$ cat src/rtl/clmul_issue_ctrl_if.sv
// Request/response bus between a caller and clmul_issue_ctrl.
// master = caller side, slave = controller side.
interface clmul_issue_ctrl_if #(
  parameter int TAG_W = 4
);
  logic             req_valid;
  logic             req_ready;
  logic             req_mul;
  logic [31:0]      req_rs1;
  logic [31:0]      req_rs2;
  logic [TAG_W-1:0] req_tag;
  logic             rsp_valid;
  logic             rsp_ready;
  logic [63:0]      rsp_rd;
  logic [TAG_W-1:0] rsp_tag;
  logic             rsp_err;

  modport master (
    output req_valid, req_mul, req_rs1, req_rs2, req_tag, rsp_ready,
    input  req_ready, rsp_valid, rsp_rd, rsp_tag, rsp_err
  );

  modport slave (
    input  req_valid, req_mul, req_rs1, req_rs2, req_tag, rsp_ready,
    output req_ready, rsp_valid, rsp_rd, rsp_tag, rsp_err
  );
endinterface

$ cat src/rtl/clmul_issue_ctrl.sv
// Initiator for the start/busy/done carry-less multiply unit.
// Takes one request at a time, pulses cm_start once the unit is free,
// waits for cm_done (guarded by a watchdog) and returns the result.
module clmul_issue_ctrl #(
  parameter int TAG_W   = 4,
  parameter int TIMEOUT = 63
) (
  input  logic                clock,
  input  logic                reset,
  clmul_issue_ctrl_if.slave   bus,
  output logic                stray_done,
  output logic                cm_start,
  output logic                cm_mul,
  output logic [31:0]         cm_rs1,
  output logic [31:0]         cm_rs2,
  input  logic [63:0]         cm_rd,
  input  logic                cm_busy,
  input  logic                cm_done
);

  localparam int            TW        = $clog2(TIMEOUT + 1);
  localparam logic [TW-1:0] TIMEOUT_T = TW'(TIMEOUT);

  typedef enum logic [1:0] {
    S_IDLE,
    S_ISSUE,
    S_WAIT,
    S_RESP
  } state_t;

  state_t           state_q, state_d;
  logic [TW-1:0]    timer_q, timer_d;
  logic             mul_q, mul_d;
  logic [31:0]      rs1_q, rs1_d;
  logic [31:0]      rs2_q, rs2_d;
  logic [TAG_W-1:0] tag_q, tag_d;
  logic [63:0]      rd_q, rd_d;
  logic             err_q, err_d;
  logic             stray_q, stray_d;

  logic             req_ready_c;
  logic             rsp_valid_c;
  logic             start_c;

  // Next-state, datapath latches and handshake outputs.
  always_comb begin
    state_d     = state_q;
    timer_d     = timer_q;
    mul_d       = mul_q;
    rs1_d       = rs1_q;
    rs2_d       = rs2_q;
    tag_d       = tag_q;
    rd_d        = rd_q;
    err_d       = err_q;
    stray_d     = stray_q;
    req_ready_c = 1'b0;
    rsp_valid_c = 1'b0;
    start_c     = 1'b0;

    case (state_q)
      S_IDLE: begin
        req_ready_c = 1'b1;
        if (bus.req_valid) begin
          mul_d   = bus.req_mul;
          rs1_d   = bus.req_rs1;
          rs2_d   = bus.req_rs2;
          tag_d   = bus.req_tag;
          state_d = S_ISSUE;
        end
      end
      S_ISSUE: begin
        // Hold off while the unit is busy; the watchdog only covers WAIT.
        if (!cm_busy) begin
          start_c = 1'b1;
          timer_d = '0;
          state_d = S_WAIT;
        end
      end
      S_WAIT: begin
        // A done arriving in the expiry cycle still counts as a good result.
        if (cm_done) begin
          rd_d    = cm_rd;
          err_d   = 1'b0;
          state_d = S_RESP;
        end else if (timer_q == TIMEOUT_T) begin
          rd_d    = '0;
          err_d   = 1'b1;
          state_d = S_RESP;
        end else begin
          timer_d = timer_q + TW'(1);
        end
      end
      S_RESP: begin
        rsp_valid_c = 1'b1;
        if (bus.rsp_ready) begin
          state_d = S_IDLE;
        end
      end
      default: state_d = S_IDLE;
    endcase

    // A done we are not waiting for carries no data, only this sticky flag.
    if (cm_done && (state_q != S_WAIT)) begin
      stray_d = 1'b1;
    end

    // Keep the handshake quiet while reset is held.
    if (reset) begin
      req_ready_c = 1'b0;
      rsp_valid_c = 1'b0;
      start_c     = 1'b0;
    end
  end

  // State and datapath registers with synchronous reset.
  always_ff @(posedge clock) begin
    if (reset) begin
      state_q <= S_IDLE;
      timer_q <= '0;
      mul_q   <= 1'b0;
      rs1_q   <= '0;
      rs2_q   <= '0;
      tag_q   <= '0;
      rd_q    <= '0;
      err_q   <= 1'b0;
      stray_q <= 1'b0;
    end else begin
      state_q <= state_d;
      timer_q <= timer_d;
      mul_q   <= mul_d;
      rs1_q   <= rs1_d;
      rs2_q   <= rs2_d;
      tag_q   <= tag_d;
      rd_q    <= rd_d;
      err_q   <= err_d;
      stray_q <= stray_d;
    end
  end

  assign bus.req_ready = req_ready_c;
  assign bus.rsp_valid = rsp_valid_c;
  assign bus.rsp_rd    = rd_q;
  assign bus.rsp_tag   = tag_q;
  assign bus.rsp_err   = err_q;

  assign cm_start   = start_c;
  assign cm_mul     = mul_q;
  assign cm_rs1     = rs1_q;
  assign cm_rs2     = rs2_q;
  assign stray_done = stray_q;

endmodule

$ cat src/flat_wrapper.sv
// flat-port wrapper written by rule: the top's interface ports become plain ports
module clmul_issue_ctrl_flat 
#(
  parameter int TAG_W   = 4,
  parameter int TIMEOUT = 63
)
  (clock, reset, stray_done, cm_start, cm_mul, cm_rs1, cm_rs2, cm_rd, cm_busy, cm_done, bus_req_valid, bus_req_mul, bus_req_rs1, bus_req_rs2, bus_req_tag, bus_rsp_ready, bus_req_ready, bus_rsp_valid, bus_rsp_rd, bus_rsp_tag, bus_rsp_err);
  clmul_issue_ctrl_if #(.TAG_W(TAG_W)) bus_i ();
  input  logic clock;
  input  logic reset;
  output logic stray_done;
  output logic cm_start;
  output logic cm_mul;
  output logic [31:0] cm_rs1;
  output logic [31:0] cm_rs2;
  input  logic [63:0] cm_rd;
  input  logic cm_busy;
  input  logic cm_done;
  input wire logic [$bits(bus_i.req_valid)-1:0] bus_req_valid;
  input wire logic [$bits(bus_i.req_mul)-1:0] bus_req_mul;
  input wire logic [$bits(bus_i.req_rs1)-1:0] bus_req_rs1;
  input wire logic [$bits(bus_i.req_rs2)-1:0] bus_req_rs2;
  input wire logic [$bits(bus_i.req_tag)-1:0] bus_req_tag;
  input wire logic [$bits(bus_i.rsp_ready)-1:0] bus_rsp_ready;
  output wire logic [$bits(bus_i.req_ready)-1:0] bus_req_ready;
  output wire logic [$bits(bus_i.rsp_valid)-1:0] bus_rsp_valid;
  output wire logic [$bits(bus_i.rsp_rd)-1:0] bus_rsp_rd;
  output wire logic [$bits(bus_i.rsp_tag)-1:0] bus_rsp_tag;
  output wire logic [$bits(bus_i.rsp_err)-1:0] bus_rsp_err;
  assign bus_i.req_valid = bus_req_valid;
  assign bus_i.req_mul = bus_req_mul;
  assign bus_i.req_rs1 = bus_req_rs1;
  assign bus_i.req_rs2 = bus_req_rs2;
  assign bus_i.req_tag = bus_req_tag;
  assign bus_i.rsp_ready = bus_rsp_ready;
  assign bus_req_ready = bus_i.req_ready;
  assign bus_rsp_valid = bus_i.rsp_valid;
  assign bus_rsp_rd = bus_i.rsp_rd;
  assign bus_rsp_tag = bus_i.rsp_tag;
  assign bus_rsp_err = bus_i.rsp_err;
  clmul_issue_ctrl #(.TAG_W(TAG_W), .TIMEOUT(TIMEOUT)) u_core (.clock(clock), .reset(reset), .bus(bus_i), .stray_done(stray_done), .cm_start(cm_start), .cm_mul(cm_mul), .cm_rs1(cm_rs1), .cm_rs2(cm_rs2), .cm_rd(cm_rd), .cm_busy(cm_busy), .cm_done(cm_done));
endmodule
$ cat config.mk
export PLATFORM = sky130hd
export DESIGN_NAME = clmul_issue_ctrl_flat
export DESIGN_NICKNAME = d
export VERILOG_FILES = /design/src/rtl/clmul_issue_ctrl_if.sv /design/src/rtl/clmul_issue_ctrl.sv /design/src/flat_wrapper.sv
export SDC_FILE = /design/constraint.sdc
export NUM_CORES = 1
export LEC_CHECK = 0
export ABC_CLOCK_PERIOD_IN_PS = 2000
export CAP_MARGIN = 25
export CORE_MARGIN = 2
export CORE_UTILIZATION = 30
export DETAILED_ROUTE_END_ITERATION = 16
export GPL_ROUTABILITY_DRIVEN = 0
export HOLD_SLACK_MARGIN = 0.08
export SYNTH_ARGS = -nofsm -noshare
export SYNTH_HDL_FRONTEND = slang
export SYNTH_SLANG_ARGS = --single-unit
$ cat constraint.sdc
create_clock -name clock -period 2 [get_ports clock]
set_input_delay 0.5 -clock clock [delete_from_list [all_inputs] [get_ports clock]]
set_output_delay 0.5 -clock clock [all_outputs]
set_load 0.05 [all_outputs]
# [Word-level counts from Yosys, hierarchy flattened]
# Cells that the tools add are included.
[totals] ff_bits=143 input_bits=139 output_inout_bits=138 wordCells=50
[op_classes] add_sub_neg=1 n_eq_ne=11 mux=21 n_reduce_logical=8
[op_table] operator="64-bit 2-to-1 mux" count=2
[op_table] operator="6-bit 2-to-1 mux" count=3
[op_table] operator="2-bit != test, second input constant" count=6
[op_table] operator="6-bit case mux with 2 select lines" count=1
[op_table] operator="2-bit 2-to-1 mux" count=5
[op_table] operator="1-bit 2-to-1 mux" count=9
[op_table] operator="2-bit case mux with 4 select lines" count=1
[op_table] operator="4-bit AND reduction" count=2
[op_table] operator="6-bit by 1-bit adder with 6-bit output, second input constant" count=1
[op_table] operator="6-bit equality test, second input constant" count=1
[op_table] operator="2-bit equality test, second input constant" count=2
[op_table] operator="2-bit AND reduction" count=2
[op_table] operator="2-bit nonzero test" count=2
[op_table] operator="3-bit by 2-bit != test with 1-bit output, second input constant" count=1
[op_table] operator="2-bit by 1-bit equality test with 1-bit output, second input constant" count=1
[op_table] operator="2-bit zero test" count=1
[op_table] operator="1-bit logical AND" count=1

# [Logic depth before layout (Yosys ltp)]
# Gate-level depths: netlist of the first run.
[logic_depth] depth_word=4 depth_mapped=8 ltp_nobuf=6

# [Least setup slack after synthesis of the first run]
# No wires, ideal clock.
[synth_path] path_type="in2out" from="in reset" to="out cm_start" arrival_time_ps=1851 t_required_ps=1500 setup_slack_ps=-351 cell_stages=2 path_buffers=1 path_cell_list="clkbuf_1 -> nor3b_1"
[synth_between] elab_chain_len=1
[synth_lines] item="from (decl)" line_no="flat_wrapper.sv:10" source="input logic reset;"
[synth_lines] item="1-bit 2-to-1 mux" line_no="clmul_issue_ctrl.sv:108" source="if (reset) begin"
[synth_lines] item="to (decl)" line_no="flat_wrapper.sv:12" source="output logic cm_start;"
# No other way between the ends.

# [Worst setup path after layout of the first run]
[layout_path] from="reg u_core.state_q[1]" to="out cm_start"
[layout_between] elab_chain_len=3
[layout_lines] item="from (decl)" line_no="clmul_issue_ctrl.sv:31" source="state_t state_q, state_d;"
[layout_lines] item="from (signal assigned)" line_no="clmul_issue_ctrl.sv:128" source="state_q <= state_d;"
[layout_lines] item="2-bit by 1-bit equality test with 1-bit output" line_no="clmul_issue_ctrl.sv:60" source="case (state_q)"
[layout_lines] item="1-bit 2-to-1 mux" line_no="clmul_issue_ctrl.sv:60"
[layout_lines] item="1-bit 2-to-1 mux" line_no="clmul_issue_ctrl.sv:108"
# No other way between the ends.

==> results by group, run 1 <==
Global routing
  – Initial antenna violation count: 0
  – Grt ovf: 0
  – Most used routing layer: met2
  – All-Layer GR Usage: 16.9%
  – Met1 Usage GRT: 20.5%
  – Number of global-route vias before repair: 4951
  – Met2 usage: 26.0%
  – First-pass GRT wire length: 25000 microns
  – Largest net degree at the start of global routing: 76
  – Met3 usage in global routing: 7.80%

Yosys
  – Post-synth EDFFs: 0
  – Syn nets: approximately 740
  – Cells after Synth: about 600
  – Most area-consuming cells after synthesis: dfxtp_1 54%, nand2_1 10%, a21oi_1 7.1%
  – Yosys warns: 0
  – Multiplexer share of the synthesized area: 0%
  – Mean Syn Cell Area: 8.90 sq um
  – Area share of fa/ha/maj cells after synthesis: 1.18%
  – Synth top area share: 53.8%
  – Synth Cell Area: ~5300 sq um
  – Simple-Gate Fraction of Synth Area: a little under a fifth
  – Top_reg_cell synth: dfxtp_1
  – Yosys reg bits: between 100 and 150
  – Post-synth top area cell: dfxtp_1
  – Post-synthesis xor/xnor area fraction: 0%
  – Post-synthesis compound-gate area fraction: 21.6%
  – Sequential-to-total area share from yosys stat: ~54%
  – Synth async-reset ratio: 0%
  – Largest family of logic cells by synthesized area: compound AO/OA/AOI/OAI gates
  – Unique masters post-synth: 34

Die
  – Die height: about 140 microns
  – Row count: 48
  – Die Wd: 137 microns
  – Initial Utilization: a little under a third
  – I/O Pins: approximately 280
  – Die ar.: 18800 sq um
  – Core ar.: 17300 sq um

Timing
  – Final Hold Fails: 0
  – Final Cycle Share: between 90% and 100%
  – Setup TNS: 0 ns
  – Final setup violation count: 0
  – Final worst setup slack: 0.0807 ns
  – Setup Skew: 0.00870 ns
  – Fmax: approximately 0.52 GHz
  – RSZ-0062 raised after global routing: true
  – Period minus WS final: roughly 1.9 ns
  – Relative slew margins: between 50 and 60%
  – Max Slew Vio Count: 0
  – Worst-margin pin slew: 0.607 ns

Setup path
  – CP max FO: 7
  – R2R Setup Slk: 0.16 ns
  – WP data arrival: 1.42 ns
  – Crit end category: output pin
  – Worst setup path category: flop to output pin
  – Critical Path Source Type: flop
  – Worst EP required: 1.50 ns

Placement
  – Detailed placer's ending HPWL: 11500 microns
  – Port bufs: 276
  – Pre-CTS WS: -0.00465 ns

Power
  – PwrDens: 1260 nW/um^2
  – Final total power: between 10 and 15 mW
  – Worst IR Drop VDD: 627 uV
  – Leakage power: 3.58 nW

Min path
  – Worst Hold Class: input pin to flop

Drt
  – Routed WL per cell: 15.0 microns
  – DR DRC count: 0
  – Vias: 5186
  – Drt initial violations: 253
  – Drt pass-1 iters: 4
  – Routed wire length: 16400 microns
  – Via density: around 4.7
  – Post-DRT Antenna Nets: 0

Status
  – Outcome: complete, no violations

Finish
  – Share of cells above drive strength 1: 18.6%
  – N_diodes: 0
  – Final Net Count: 1000
  – Filler instances: 1618
  – Area delta synth->final: 62.5%

CTS
  – Post-CTS Resized: 69
  – Worst skew pair latency: 0.42 ns
  – Postcts setup bufs: 0
  – Clk Tree Root Cell: clkbuf_16
  – Number of clock sinks: 143
  – CTS H-tree lvls: 4
  – Post-CTS Hold Fix Bufs: 0
  – Clock transition at the registers of the reported paths: approximately 0.060 ns
  – Max clock buf depth: 2
  – Total CTS buffers: 17
  – CTS tree: yes

Run
  – Max_cap viols: 0
[metal layers]
| layer | vias to the layer above | routed length [microns] | share of wire (%) |
|---|---|---|---|
| met3 | 24 | 2000 | 12 |
| met2 | 260 | 7220 | 44 |
| li1 | 2551 | - | - |
| met4 | 0 | 297 | 1.8 |
| met1 | 2351 | 6910 | 42 |
| met5 | - | 0 | 0 |
[through the flow]
step / utilization, % / hold WS (ns) / area (sq um) / instances
floorplan: - / 0.476 / 5330 / 598
global placement: 46.7 / 0.442 / 8080 / 1062
detailed placement: 46.7 / 0.446 / 8080 / 1062
CTS: 50.0 / 0.365 / 8640 / 1094
global route: 50.0 / 0.391 / 8650 / 1094
finish: 50.0 / 0.397 / 8650 / 1094
[sequential cells by signal (all words and copies together), names as in the netlist]
| name | flops |
|---|---|
| u_core.bus.rsp_tag | 4 |
| u_core.cm_rs1 | 32 |
| u_core.cm_rs2 | 32 |
| u_core.timer_q | 6 |
| u_core.stray_done | 1 |
| u_core.state_q | 2 |
| u_core.cm_mul | 1 |
| u_core.bus.rsp_rd | 64 |
| u_core.bus.rsp_err | 1 |
[cells in the final DEF (no fill, tap or decap), drive strengths merged, types with 5 or more instances in the layout]
cell type / count
dlygate4sd2: 62
dfxtp: 143
clkbuf: 19
ha: 5
o21ai: 7
nand3: 6
nand2: 143
clkdlybuf4s50: 137
nor2: 68
a21oi: 75
a22oi: 64
inv: 5
clkinv: 6
buf: 88
[kinds of logic (layout without fill, tap and decap cells)]
| kind of cell | Yosys count | after routing |
|---|---|---|
| and+or+nand+nor | 241 | 241 |
| AOI/OAI and AO/OA | 157 | 157 |
| buffers and inverters | 52 | 323 |
| DFF | 143 | 143 |
| adders and majority gates | 5 | 5 |
[Yosys cell counts, types with 2 or more instances]
cell type,instances
nor3_1,4
a31oi_1,2
and2_1,2
clkbuf_1,22
nand4_1,4
inv_1,4
ha_1,5
a41oi_1,3
o21ai_0,6
a22oi_1,34
nand2_1,143
nand2b_1,3
a21oi_1,75
buf_1,7
a22oi_2,30
nor2_1,68
buf_6,7
buf_2,12
nand3_1,6
nor2b_1,4
nand4b_1,2
dfxtp_1,143
[worst paths after layout]
path / startpoint / endpoint / cells past startpoint
worst max register to register: u_core.timer_q[0]$_SDFFE_PP0P_ / u_core.state_q[0]$_SDFFE_PP0P_ / 5
worst min-delay path: reset / u_core.state_q[1]$_SDFFE_PP0P_ / 2
worst max-delay path: u_core.state_q[1]$_SDFFE_PP0P_ / cm_start / 4
worst min register to register: u_core.cm_rs1[3]$_SDFFE_PP0P_ / u_core.cm_rs1[3]$_SDFFE_PP0P_ / 2
[final cells by class]
class / instances / area (sq um) / share of cell area (%)
well taps: 225 / 282 / 3.25
inverters: 4 / 15.0 / 0.174
clock inverters: 13 / 163 / 1.88
repair buffers: 287 / 2650 / 30.6
clock buffers: 19 / 443 / 5.12
multi-input cells: 403 / 2240 / 25.9
flip-flops and latches: 143 / 2860 / 33.1
[critical path: stages (launching register included)]
cell	delay (ns)
dfxtp_1	0.34
inv_2	0.11
ha_4	0.18
nor3b_4	0.19
buf_6	0.18
[power breakdown]
part           total [mW]  internal [mW]  leakage [nW]  switching, mW
logic                4.12           1.37          2.13           2.75
registers            3.51           3.28          1.16          0.233
clock network        3.27           2.00         0.289           1.28
total                10.9           6.64          3.58           4.26
No activity file was read; power rests on OpenSTA's default activity.
==> run 2: changes to the inputs <==
Settings changed: ABC_AREA from default to 1, CAP_MARGIN 25 to default, PLACE_DENSITY from default to 0.71.
==> run 2 against run 1 <==
Global-route usage is 0.40 points lower. Via count up 4.4%. Setup slack improved by 0.028 ns. Clock power up 6%. Critical path depth increased by 1.
==> results by group, run 2 <==
Die
  – Core ar.: 18000 sq um
  – Die Wd: 140 microns
  – Row count: 49
  – Initial Utilization: 30.6%
  – I/O Pins: 277
  – Die height: ~140 microns
  – Die ar.: 19500 sq um

Setup path
  – Slowest stage cell on the critical path: dfxtp_1
  – WP data arrival: between 1 and 1.5 ns
  – CP max FO: 3
  – Crit end category: output pin
  – Family with the most delay on the worst path: flip-flops
  – Critical Path Start: u_core.state_q[1]$_SDFFE_PP0P_
  – CP cell instances: inv_1 > ha_1 > nand2_1 > nor2_2 > buf_12
  – Worst EP required: 1.50 ns
  – Worst path bufs/invs: 2
  – Critical Path Source Type: flop
  – Worst setup path category: flop to output pin
  – Biggest cell delay along the critical path: 0.33 ns
  – Worst reg2reg startpoint: u_core.timer_q[0]$_SDFFE_PP0P_

Timing
  – Period minus WS final: 1.89 ns
  – Final Cycle Share: 94.6%
  – Max Slew Vio Count: 0
  – Final worst setup slack: about 0.11 ns
  – Final setup violation count: 0
  – Relative slew margins: approximately three fifths
  – Worst-margin pin slew: 0.609 ns
  – Final Hold Fails: 0
  – Fmax: ~0.53 GHz
  – RSZ-0062 raised after global routing: false
  – Setup Skew: 0.00988 ns

Finish
  – Filler instances: 1770
  – Final Cell Area: 8900 sq um
  – Multi-input logic area: 2330 sq um
  – Register Area: 2860 sq um
  – Area delta synth->final: 61.4%
  – Largest register FFs: between 60 and 70
  – Final Net Count: 1078
  – Most common cell after layout, fill and taps aside: nor2_1
  – Most frequent cells in the layout: 146 x nor2_1, 143 x dfxtp_1, 137 x clkdlybuf4s50_1
  – Share of cells above drive strength 1: 18.5%
  – N_diodes: 0

CTS
  – Worst skew pair latency: 0.41 ns
  – Number of clock sinks: 143
  – Total CTS buffers: 17
  – CTS tree: yes
  – Clk Tree Root Cell: clkbuf_16
  – Clock transition at the registers of the reported paths: 0.06 ns
  – Max clock buf depth: 2
  – CTS H-tree lvls: 4

Drt
  – Drt pass-1 iters: 4
  – Via density: 4.61
  – Routed WL per cell: 13.9 microns
  – Routed wire length: 16300 microns
  – Post-DRT Antenna Nets: 0
  – Drt initial violations: 218
  – DR DRC count: 0
  – Vias: 5412

Global routing
  – Initial antenna violation count: 0
  – Largest net degree at the start of global routing: 73
  – All-Layer GR Usage: 16.5%
  – Number of global-route vias before repair: about 5200
  – Most used routing layer: met2
  – First-pass GRT wire length: 26200 microns
  – Met3 usage in global routing: under 10%
  – Grt ovf: 0
  – Met1 Usage GRT: 20.0%
  – Met2 usage: between 20% and 30%

Yosys
  – Synth async-reset ratio: 0%
  – Top cells by count, synth: 148 x nor2_1, 143 x dfxtp_1, 88 x nand2_1
  – Yosys warns: 0
  – Post-synth EDFFs: 0
  – Synth Cell Area: 5510 sq um
  – Post-synthesis compound-gate area fraction: a little over an eighth
  – Sequential-to-total area share from yosys stat: 51.9%
  – Top_reg_cell synth: dfxtp_1
  – Top-count cell post-synth: nor2_1
  – Post-synth top area cell: dfxtp_1
  – Cells after Synth: 674
  – Post-synthesis xor/xnor area fraction: 0.318%
  – Area share of fa/ha/maj cells after synthesis: 1.13%
  – Unique masters post-synth: 27
  – Synth top area share: 51.9%
  – Mean Syn Cell Area: 8.18 sq um
  – Most area-consuming cells after synthesis: dfxtp_1 52%, nor2_1 10%, nand3_2 7.4%
  – Multiplexer share of the synthesized area: 0%
  – Yosys reg bits: 143
  – Syn nets: approximately 800
  – Simple-Gate Fraction of Synth Area: between 20% and 30%
  – Largest family of logic cells by synthesized area: simple AND/OR/NAND/NOR gates

Power
  – PwrDens: 1310 nW/um^2
  – Worst IR Drop VDD: 801 uV
  – Leakage power: 3.74 nW

Placement
  – Pre-CTS WS: 0.126 ns
  – Port bufs: 276
  – Cell Area, Placed: 8330 sq um
  – Detailed placer's ending HPWL: 11300 microns

Status
  – Outcome: complete, no violations

Run
  – Max_cap viols: 0

Min path
  – Worst Hold Class: flop to flop
  – Min-delay src: u_core.bus.rsp_rd[46]$_SDFFE_PP0P_
## run 2: cell types whose count changed after synthesis, moves of 4 or more
cell,before,now
nor3_1,4,0
nor2_1,68,148
nand3_2,0,41
nand2_1,143,88
a22oi_2,30,0
buf_1,7,1
nand3_1,6,29
o21ai_0,6,69
buf_4,0,10
a22oi_1,34,0
a21oi_1,75,71
inv_1,4,13
nor2b_1,4,0
## run 2: area by class of cell
cell class,instances,share of cell area [%]
clock buffers,18,4.82
clock inverters,13,2.39
inverters,16,0.675
multi-input cells,465,26.2
flip-flops and latches,143,32.2
well taps,229,3.22
repair buffers,291,30.5
## run 2: path summary, 6_finish.rpt
kind                                        end  slack, ns  cells after the start
max                                    cm_start       0.11                      5
min          u_core.bus.rsp_rd[46]$_SDFFE_PP0P_       0.47                      2
max reg2reg  u_core.bus.rsp_rd[17]$_SDFFE_PP0P_       0.23                      7
min reg2reg  u_core.bus.rsp_rd[46]$_SDFFE_PP0P_       0.47                      2
## run 2: worst reg2reg max path: stages (launching register included)
cell and delay [ns]:
dfxtp_1 0.45, ha_1 0.24, nand2_2 0.08, nor2_4 0.15, nand3_4 0.24, buf_12 0.27, nand3_1 0.13, a21oi_1 0.07
## run 2: layer usage
metal / vias up / wire length [microns]
met5: - / 0
met4: 0 / 236
met3: 14 / 1710
met2: 216 / 7380
met1: 2457 / 7000
li1: 2725 / -
## run 2: timing repair
action                                  4_1_cts  5_1_grt
endpoints found under the setup margin       63        1
resized for setup                            63        1
hold buffers                                  0        0
setup buffers                                 0        0
pin swaps                                     0        0
## run 2: through the flow
stage / util, % / hold slack [ns] / TNS (ns) / power [mW] / instances
floorplan: - / 0.462 / -0.131 / 6.83 / 674
finish: 49.4 / 0.470 / 0 / 11.7 / 1175
detailed placement: 46.2 / 0.465 / 0 / 8.47 / 1144
CTS: 49.3 / 0.471 / 0 / 11.8 / 1175
global route: 49.4 / 0.487 / 0 / 12.3 / 1175
global placement: 46.2 / 0.455 / 0 / 8.43 / 1144
## run 2: cell families (layout without fill, tap and decap cells)
logic type	after synthesis	in the layout
adders and majority gates	5	5
buffers and inverters	66	338
DFF	143	143
and+or+nand+nor	313	313
AOI/OAI and AO/OA	145	145
xor gates and xnor gates	2	2
## run 2: report_power, final
part	internal, mW	leakage (nW)	total (mW)	switching (mW)
Clock	2.22	0.303	3.46	1.24
Combinational	1.40	2.26	4.52	3.12
Sequential	3.40	1.17	3.70	0.297
